## config.mk

```make
export PLATFORM = sky130hd
export DESIGN_NAME = pc_seq
export DESIGN_NICKNAME = d
export VERILOG_FILES = /design/src/rtl/pc_pkg.sv /design/src/rtl/pc_ret_stack.sv /design/src/rtl/pc_seq.sv
export SDC_FILE = /design/constraint.sdc
export NUM_CORES = 1
export LEC_CHECK = 0
export ABC_AREA = 1
export BUFFER_PORTS_ARGS = -buffer_cell sky130_fd_sc_hd__buf_2
export CORE_MARGIN = 2
export CORE_UTILIZATION = 45
export CTS_CLUSTER_DIAMETER = 40
export DETAILED_ROUTE_END_ITERATION = 6
export PLACE_DENSITY = 0.67
export SLEW_MARGIN = 5
export SYNTH_ARGS = -nofsm -noshare
export SYNTH_HDL_FRONTEND = slang
export SYNTH_HIERARCHICAL = 1
export SYNTH_SLANG_ARGS = --single-unit
```

## constraint.sdc

```tcl
create_clock -name clk -period 2.8 [get_ports clk]
set_input_delay 0.28 -clock clk [delete_from_list [all_inputs] [get_ports clk]]
set_output_delay 0.28 -clock clk [all_outputs]
set_load 0.1 [all_outputs]
```

## src/rtl/pc_pkg.sv

```systemverilog
// Shared definitions for the program-sequencing unit: opcode encoding and its width.
package pc_pkg;

  localparam int OP_W = 3;

  typedef enum logic [OP_W-1:0] {
    OP_NEXT   = 3'd0,
    OP_JUMP   = 3'd1,
    OP_BRANCH = 3'd2,
    OP_CALL   = 3'd3,
    OP_RET    = 3'd4
  } pc_op_t;

endpackage

```

## src/rtl/pc_ret_stack.sv

```systemverilog
// Return-address LIFO for pc_seq.
// A push is ignored when the stack is full, and a pop is ignored when it is empty.
module pc_ret_stack #(
  parameter int unsigned ADDR_W      = 16,
  parameter int unsigned STACK_DEPTH = 4
) (
  input  logic              clk,
  input  logic              reset,
  input  logic              push,
  input  logic              pop,
  input  logic [ADDR_W-1:0] din,
  output logic [ADDR_W-1:0] top,
  output logic              empty,
  output logic              full
);

  localparam int CNT_W = $clog2(STACK_DEPTH + 1);
  localparam int IDX_W = (STACK_DEPTH > 1) ? $clog2(STACK_DEPTH) : 1;

  logic [ADDR_W-1:0] mem_q [2**IDX_W];
  logic [CNT_W-1:0]  count_q;
  logic [CNT_W-1:0]  count_d;
  logic              doPush;
  logic              doPop;

  assign empty  = (count_q == '0);
  assign full   = (count_q == CNT_W'(STACK_DEPTH));
  assign doPush = push && !full;
  assign doPop  = pop && !empty && !doPush;
  assign top    = mem_q[IDX_W'(count_q - CNT_W'(1))];

  always_comb begin
    count_d = count_q;
    if (doPush) begin
      count_d = count_q + CNT_W'(1);
    end else if (doPop) begin
      count_d = count_q - CNT_W'(1);
    end
  end

  always_ff @(posedge clk) begin
    if (reset) begin
      count_q <= '0;
    end else begin
      count_q <= count_d;
    end
  end

  // The entries themselves need no reset: the depth count alone decides which ones are valid.
  always_ff @(posedge clk) begin
    if (doPush) begin
      mem_q[IDX_W'(count_q)] <= din;
    end
  end

endmodule

```

## src/rtl/pc_seq.sv

```systemverilog
// Program-sequencing unit: next-PC selection, call/return stack, and a sticky fault flag.
// Optional macro PC_TRAP_EN redirects a stack overflow or underflow to TRAP_VEC.
module pc_seq
  import pc_pkg::*;
#(
  parameter int unsigned ADDR_W      = 16,
  parameter int unsigned OFF_W       = 8,
  parameter int unsigned STACK_DEPTH = 4,
  parameter int unsigned RESET_VEC   = 0,
  parameter int unsigned TRAP_VEC    = 32'h0000_FFF0
) (
  input  logic              clk,
  input  logic              reset,
  input  logic              en,
  input  logic [OP_W-1:0]   op,
  input  logic              cond,
  input  logic [ADDR_W-1:0] target,
  input  logic [OFF_W-1:0]  offset,
  output logic [ADDR_W-1:0] pc,
  output logic              stack_empty,
  output logic              stack_full,
  output logic              fault
);

`ifdef PC_TRAP_EN
  localparam bit TrapEn = 1'b1;
`else
  localparam bit TrapEn = 1'b0;
`endif

  localparam logic [ADDR_W-1:0] ResetAddr = ADDR_W'(RESET_VEC);
  localparam logic [ADDR_W-1:0] TrapAddr  = ADDR_W'(TRAP_VEC);

  logic [ADDR_W-1:0] pc_q;
  logic [ADDR_W-1:0] pc_d;
  logic              fault_q;
  logic              fault_d;
  logic [ADDR_W-1:0] pcInc;
  logic [ADDR_W-1:0] brOff;
  logic [ADDR_W-1:0] stackTop;
  logic              push;
  logic              pop;

  assign pcInc = pc_q + ADDR_W'(1);
  assign brOff = ADDR_W'($signed(offset));

  pc_ret_stack #(
    .ADDR_W      (ADDR_W),
    .STACK_DEPTH (STACK_DEPTH)
  ) u_stack (
    .clk   (clk),
    .reset (reset),
    .push  (push),
    .pop   (pop),
    .din   (pcInc),
    .top   (stackTop),
    .empty (stack_empty),
    .full  (stack_full)
  );

  // A stall leaves every default in place, so all state holds while en is low.
  always_comb begin
    pc_d    = pc_q;
    fault_d = fault_q;
    push    = 1'b0;
    pop     = 1'b0;
    if (en) begin
      case (op)
        OP_JUMP:   pc_d = target;
        OP_BRANCH: pc_d = cond ? (pc_q + brOff) : pcInc;
        OP_CALL: begin
          if (stack_full) begin
            fault_d = 1'b1;
            pc_d    = TrapEn ? TrapAddr : target;
          end else begin
            push = 1'b1;
            pc_d = target;
          end
        end
        OP_RET: begin
          if (stack_empty) begin
            fault_d = 1'b1;
            pc_d    = TrapEn ? TrapAddr : pcInc;
          end else begin
            pop  = 1'b1;
            pc_d = stackTop;
          end
        end
        default:   pc_d = pcInc;
      endcase
    end
  end

  always_ff @(posedge clk) begin
    if (reset) begin
      pc_q    <= ResetAddr;
      fault_q <= 1'b0;
    end else begin
      pc_q    <= pc_d;
      fault_q <= fault_d;
    end
  end

  assign pc    = pc_q;
  assign fault = fault_q;

endmodule

```

==> results of run 1 <==
[registers in the layout (all words and copies together) (netlist names)]
name and flops:
pc 16, u_stack/count_q 3, u_stack/mem_q 64, fault 1
[worst max-delay path by stage]
stage,end,slack [ps],depth (start not counted)
2_1_floorplan,u_stack/mem_q[2][0]$_DFFE_PP_,-70,9
3_3_place_gp,u_stack/mem_q[3][9]$_DFFE_PP_,740,9
3_5_place_dp,u_stack/mem_q[0][13]$_DFFE_PP_,680,9
4_1_cts,stack_full,550,6
5_1_grt,u_stack/count_q[2]$_SDFFE_PP0P_,440,11
6_report,stack_full,560,6
[cell usage after synthesis (2+ instances only)]
cell type  instances
buf_2              4
o21ai_0           19
nand3b_1           4
inv_1             91
and2_1             4
nor2_4             4
o22ai_1           16
or2_2              3
xor2_1             9
nand3_1           53
o21ai_1           23
dfxtp_1           20
nand2_1          132
nor2_2             3
ha_1              22
nor3_1             2
edfxtp_1          64
nand2_2            6
a21oi_1           35
buf_4              7
nor2_1            72
inv_2              3
a22o_1            12
a31oi_1            2
nand4_1            7
buf_6              3
clkbuf_1           3
[critical path, stage by stage (launching register included)]
cell     delay (ps)
dfxtp_1         320
inv_2            60
buf_4           350
ha_1            250
nand2_2          70
inv_1           120
buf_2           460
[layout make-up]
| cell class | count | area [um2] | share of cell area (%) |
|---|---|---|---|
| clock buffers | 11 | 233 | 4.03 |
| clock inverters | 5 | 52.6 | 0.909 |
| inverters | 95 | 357 | 6.17 |
| multi-input cells | 437 | 2330 | 40.4 |
| flip-flops and latches | 84 | 2320 | 40.2 |
| well taps | 140 | 175 | 3.03 |
| repair buffers | 57 | 305 | 5.28 |
[cell families after synthesis]
| kind of cell | count (synthesis) |
|---|---|
| and+or+nand+nor | 293 |
| buffers and inverters | 112 |
| AOI/OAI and AO/OA | 111 |
| DFF | 84 |
| adders and majority gates | 23 |
| xor gates and xnor gates | 10 |
[per-layer routing]
metal | up-vias | global-route usage, %
met4 | 0 | 7.75
met3 | 20 | 3.61
met1 | 2020 | 29.2
met2 | 125 | 34.4
met5 | - | 0
li1 | 2218 | -
[where the power goes]
group	leakage [nW]	internal (W)	switching (W)	total, W
sequential	0.749	0.00137	0.0000366	0.00141
combinational	1.72	0.000169	0.000438	0.000607
clock	0.139	0.000686	0.000450	0.00114
total	2.61	0.00223	0.000925	0.00315
[metrics by stage]
step | total power [W] | setup TNS [ps] | std cells
after floorplan | 0.00189 | -4640 | 633
after global placement | 0.00203 | 0 | 813
after detailed placement | 0.00204 | 0 | 813
after CTS | 0.00317 | 0 | 829
after global routing | 0.00330 | 0 | 829
final | 0.00315 | 0 | 829
==> flow_summary.json, run 1 <==
{
  "status": "finished, final reports clean",
  "timing.rr.start": "u_stack/count_q[0]$_SDFFE_PP0P_",
  "min_period_ps": 2240,
  "drt-initial-drc-count": 268,
  "synth_compound_area_share_pct": 12.6,
  "nFillCells": 1011,
  "netlist_area_um2": 5130,
  "fin_worst_skew_ps": 7.37,
  "synth_ff_type": "edfxtp_1",
  "top_layer_used": "met4",
  "synth_nets": 687,
  "syn_avg_cell_area_um2": 8.11,
  "die_y_um": 111,
  "worstRegToRegCells": 11,
  "final_util_pct": 52.6,
  "synth-simple-area-share_pct": 25.3,
  "max-slew-margin-rel_pct": 66.3,
  "root_buffer": "clkbuf_16",
  "ctsHoldBuffers": 0,
  "die_w_um": 111,
  "numPortBuffers": 49,
  "cp-start-kind": "flip-flop",
  "rrSetupSlack_ps": 680,
  "fin_nets": 738,
  "synthAdderAreaFrac_pct": 5.75,
  "antenna_left": 0,
  "yosysUniqueCellTypes": 37,
  "layout_common_cells": "nand2_1 (132), inv_1 (91), nor2_1 (72), edfxtp_1 (64), nand3_1 (53)",
  "core_um2": 11000,
  "layout-drive-gt1-share_pct": 14.1,
  "worst_pin_slew_ps": 504,
  "io_pins": 50,
  "cts_buffers": 9,
  "synth_xor_area_share_pct": 1.85,
  "wl_mm": 12.8,
  "num_antenna_cells": 0,
  "place_ws_ps": 683,
  "layout.cells.most_common": "nand2_1",
  "setup_slack_ps": 557,
  "peakVddDrop_uv": 246,
  "path_class": "flip-flop to primary output",
  "cts_tree": "yes",
  "timing.rr.end": "pc[11]$_SDFFE_PP0P_",
  "cp-end-kind": "primary output",
  "dp_hpwl_mm": 9.37,
  "seq_area_frac_synth_pct": 45.3,
  "place_congestion": 0.876,
  "row_count": 38,
  "yosysTopAreaCellShare_pct": 37.5,
  "syn_inst": 633,
  "drc": 0,
  "whs_ps": 274,
  "die_area_um2": 12300,
  "route.met3.wl_um": 663,
  "fmax_ghz": 0.446,
  "post_cts_resized": 0,
  "floorplan.initialDensity_pct": 46.7,
  "drv_cap": 0,
  "setup_viol": 0,
  "firstDrtPassIters": 5,
  "required_ps": 2520,
  "hold_start": "target[1]",
  "synth_top_area_cell": "edfxtp_1",
  "synth.area.mux_share_pct": 0,
  "path_clk_slew_ps": 60,
  "htree_levels": 3,
  "dpl_cell_area_um2": 5490,
  "drv_slew": 0,
  "grt_antenna_before_repair": 0,
  "hold_viol": 0,
  "async_flop_share_pct": 0,
  "grt_max_degree": 37,
  "grt_overflow": 0,
  "yosys_warnings": 6,
  "finalCritPeriodShare_pct": 80.1,
  "clock_latency_ps": 330,
  "whs_path_depth": 5,
  "track_usage_pct": 21.4,
  "hold_class": "input pin to flip-flop",
  "routedWlPerCell_um": 15.5,
  "area_delta_synth_final_pct": 12.6,
  "clockBufferDepth": 2,
  "synth_seq_cells": 84,
  "synth_top_family_by_area": "simple AND/OR/NAND/NOR gates",
  "synth_edf_count": 64,
  "dr_wl_met2_mm": 6.04,
  "hold_end": "pc[1]$_SDFFE_PP0P_",
  "postCtsSetupRepairBufs": 0,
  "rsz0062_at_grt": "false",
  "crit_path_start": "u_stack/count_q[0]$_SDFFE_PP0P_",
  "p_leak_nw": 2.61,
  "routed_via_density": 5.29,
  "p_per_area_nw_per_um2": 546,
  "synth_area_leaders": "edfxtp_1 (37%), nand2_1 (9.7%), dfxtp_1 (7.8%)",
  "crit_fanout": 36,
  "grt_pass1_vias": 4163,
  "met1_length_mm": 5.80,
  "worstPathArrival_ps": 1960,
  "vias": 4383,
  "cts_sinks": 84,
  "fin_area_um2": 5780,
  "grt_pass1_wl_mm": 20.9
}
(Power assumes the default switching activity.)
==> run 2, diff against run 1 <==
Settings changed: ABC_AREA 1 to 0, PLACE_DENSITY 0.67 to 0.68.
Clock period 2.8 ns to 2.1 ns, I/O delays scaled along.
==> run 2 against run 1 <==
Compared with the run above: the flow now finishes with violations (negative setup slack); power increased by 29%; synthesized area shrank 8.8%; critical path type is now flip-flop to flip-flop; final area rose by 2.7%; sequential power increased by 33%; largest power group unchanged; count of clock-buffer cells in the layout is 2 lower; highest routed layer unchanged; via count decreased by 18%; die area is 8.5% lower; cell count is 26% lower; global-route usage fell by 0.072 points; first-iteration DRC count shrank 5.2%; largest cell class unchanged; sequential cell count unchanged; worst hold slack worse by 13 ps.
==> flow_summary.json, run 2 <==
{
  "track_usage_pct": 21.3,
  "grt_max_degree": 24,
  "p_per_area_nw_per_um2": 683,
  "power_w": 0.00406,
  "yosysUniqueCellTypes": 66,
  "worst_pin_slew_ps": 599,
  "path_class": "flip-flop to flip-flop",
  "io_pins": 50,
  "seq_area_frac_synth_pct": 49.6,
  "htree_levels": 3,
  "drt-initial-drc-count": 254,
  "grt_pass1_vias": 3489,
  "cts_buffers": 9,
  "top_layer_used": "met4",
  "timing.rr.end": "pc[8]$_SDFFE_PP0P_",
  "synth_ff_type": "edfxtp_1",
  "place_congestion": 0.849,
  "worstPathArrival_ps": 2390,
  "clkPwrFrac_pct": 30.4,
  "p_switching_w": 0.00129,
  "floorplan.initialDensity_pct": 45.7,
  "violations": "negative setup slack",
  "grt_pass1_wl_mm": 18.4,
  "yosys_warnings": 6,
  "synth_edf_count": 64,
  "antenna_left": 0,
  "die_w_um": 106,
  "die_y_um": 106,
  "final_util_pct": 58.0,
  "layout.cells.most_common": "edfxtp_1",
  "finalCritPeriodShare_pct": 102,
  "layout-drive-gt1-share_pct": 42.1,
  "ctsHoldBuffers": 0,
  "fin_tns_setup_ps": -71.6,
  "setup_slack_ps": -34.7,
  "largest_register_ffs": 64,
  "synth_seq_cells": 84,
  "intPower_w": 0.00277,
  "clockBufferDepth": 2,
  "wl_mm": 11.8,
  "firstDrtPassIters": 5,
  "dp_cells": 593,
  "drc": 0,
  "cts_sinks": 84,
  "fmax_ghz": 0.468,
  "root_buffer": "clkbuf_8",
  "async_flop_share_pct": 0,
  "routedWlPerCell_um": 19.2,
  "hold_class": "input pin to flip-flop",
  "worstRegToRegCells": 8,
  "max-slew-margin-rel_pct": 59.8,
  "required_ps": 2360,
  "dp_hpwl_mm": 8.38,
  "min_period_ps": 2130,
  "seq_power_share_pct": 46.0,
  "cp-start-kind": "flip-flop",
  "fin_worst_skew_ps": 18.4,
  "routed_via_density": 5.84,
  "rrSetupSlack_ps": -30,
  "setup_viol": 3,
  "row_count": 37,
  "dr_wl_met2_mm": 5.78,
  "hold_viol": 0,
  "hold_end": "fault$_SDFFE_PP0P_",
  "peakVddDrop_uv": 324,
  "drv_cap": 0,
  "p_comb_share_pct": 23.6,
  "die_area_um2": 11200,
  "rsz0062_at_grt": "true",
  "fin_cells": 614,
  "synth_area_leaders": "edfxtp_1 (41%), dfxtp_1 (8.6%), mux4_2 (7.7%)",
  "crit_fanout": 3,
  "area_delta_synth_final_pct": 26.9,
  "route.met3.wl_um": 517,
  "synth.most_common_cell": "edfxtp_1",
  "grt_overflow": 0,
  "met1_length_mm": 5.30,
  "syn_inst": 384,
  "layout_common_cells": "edfxtp_1 (64), buf_2 (49), buf_4 (41), nor2_1 (31), nand2_1 (26)",
  "core_um2": 10200,
  "synth_top_area_cell": "edfxtp_1",
  "hold_start": "en",
  "vias": 3584,
  "swShare_pct": 31.8,
  "timing.rr.start": "pc[0]$_SDFFE_PP0P_",
  "p_leak_nw": 2.23,
  "dpl_cell_area_um2": 5450,
  "grt_antenna_before_repair": 0,
  "whs_path_depth": 3,
  "ys_top_cells_by_count": "edfxtp_1 (64), nor2_1 (33), nand2_1 (27)",
  "numPortBuffers": 49,
  "yosysTopAreaCellShare_pct": 41.1,
  "num_antenna_cells": 0,
  "syn_avg_cell_area_um2": 12.2,
  "synth_nets": 438,
  "regMostFlops": "u_stack/mem_q",
  "netlist_area_um2": 4680,
  "drv_slew": 0,
  "fin_nets": 527,
  "path_clk_slew_ps": 100,
  "clock_latency_ps": 360,
  "cp-end-kind": "flip-flop",
  "fin_area_um2": 5930,
  "status": "finished with violations",
  "cts_tree": "yes"
}
-- run 2: power groups by stage --
stage	registers [W]	clock network (W)	logic [W]
2_1_floorplan	0.00210	0	0.000420
3_3_place_gp	0.00190	0	0.000849
3_5_place_dp	0.00190	0	0.000858
4_1_cts	0.00187	0.00125	0.000873
5_1_grt	0.00187	0.00132	0.00102
6_report	0.00187	0.00123	0.000957
-- run 2: logic make-up after synthesis --
| group | after synthesis | synth area share (%) |
|---|---|---|
| flip-flops | 84 | 49.6 |
| adder cells (fa/ha/maj) | 23 | 6.31 |
| multiplexers | 17 | 7.92 |
| XOR/XNOR | 25 | 4.68 |
| buffers and inverters | 26 | 2.75 |
| AO/OA/AOI/OAI | 87 | 14.5 |
| AND/OR/NAND/NOR | 122 | 14.2 |
-- run 2: cell type report --
type,count,area [um2]
multi-input cells,274,2510
flip-flops and latches,84,2360
clock buffers,9,124
repair buffers,96,638
well taps,136,170
clock inverters,7,91.3
inverters,8,37.5
fillers,798,4300
-- run 2: how the worst max path moves through the flow --
stage | from | to | slack [ps]
after global routing | pc[0]$_SDFFE_PP0P_ | pc[8]$_SDFFE_PP0P_ | -140
after floorplan | u_stack/count_q[0]$_SDFFE_PP0P_ | u_stack/count_q[1]$_SDFFE_PP0P_ | -450
after global placement | pc[0]$_SDFFE_PP0P_ | pc[14]$_SDFFE_PP0P_ | -40
final | pc[0]$_SDFFE_PP0P_ | pc[8]$_SDFFE_PP0P_ | -30
after detailed placement | pc[0]$_SDFFE_PP0P_ | pc[14]$_SDFFE_PP0P_ | -60
after CTS | pc[2]$_SDFFE_PP0P_ | pc[15]$_SDFFE_PP0P_ | 5
-- run 2: critical path, stage by stage, from the launching register on --
cell	delay, ps
dfxtp_4	370
ha_4	170
fa_2	370
a211oi_4	340
o21bai_4	140
a21oi_2	200
xnor2_1	130
nand2_1	80
a311oi_2	240
-- run 2: per-stage QoR --
| stage | hold slack (ps) | worst slack, ps |
|---|---|---|
| floorplan | 279 | -449 |
| global placement | 449 | -35.5 |
| detailed placement | 473 | -63.8 |
| CTS | 232 | 5.25 |
| global route | 266 | -136 |
| finish | 262 | -34.7 |
-- run 2: timing repair --
item                                    in CTS  in global routing
resized for setup                           10                 34
cloned                                       0                  0
pin swaps                                    3                 18
buffers inserted                             0                  5
endpoints found under the setup margin      11                 14
-- run 2: routing by layer --
layer / GRT usage [%] / up-vias
met5: 0 / -
met4: 7.80 / 0
met3: 3.19 / 13
met2: 34.4 / 101
met1: 29.4 / 1783
li1: - / 1687
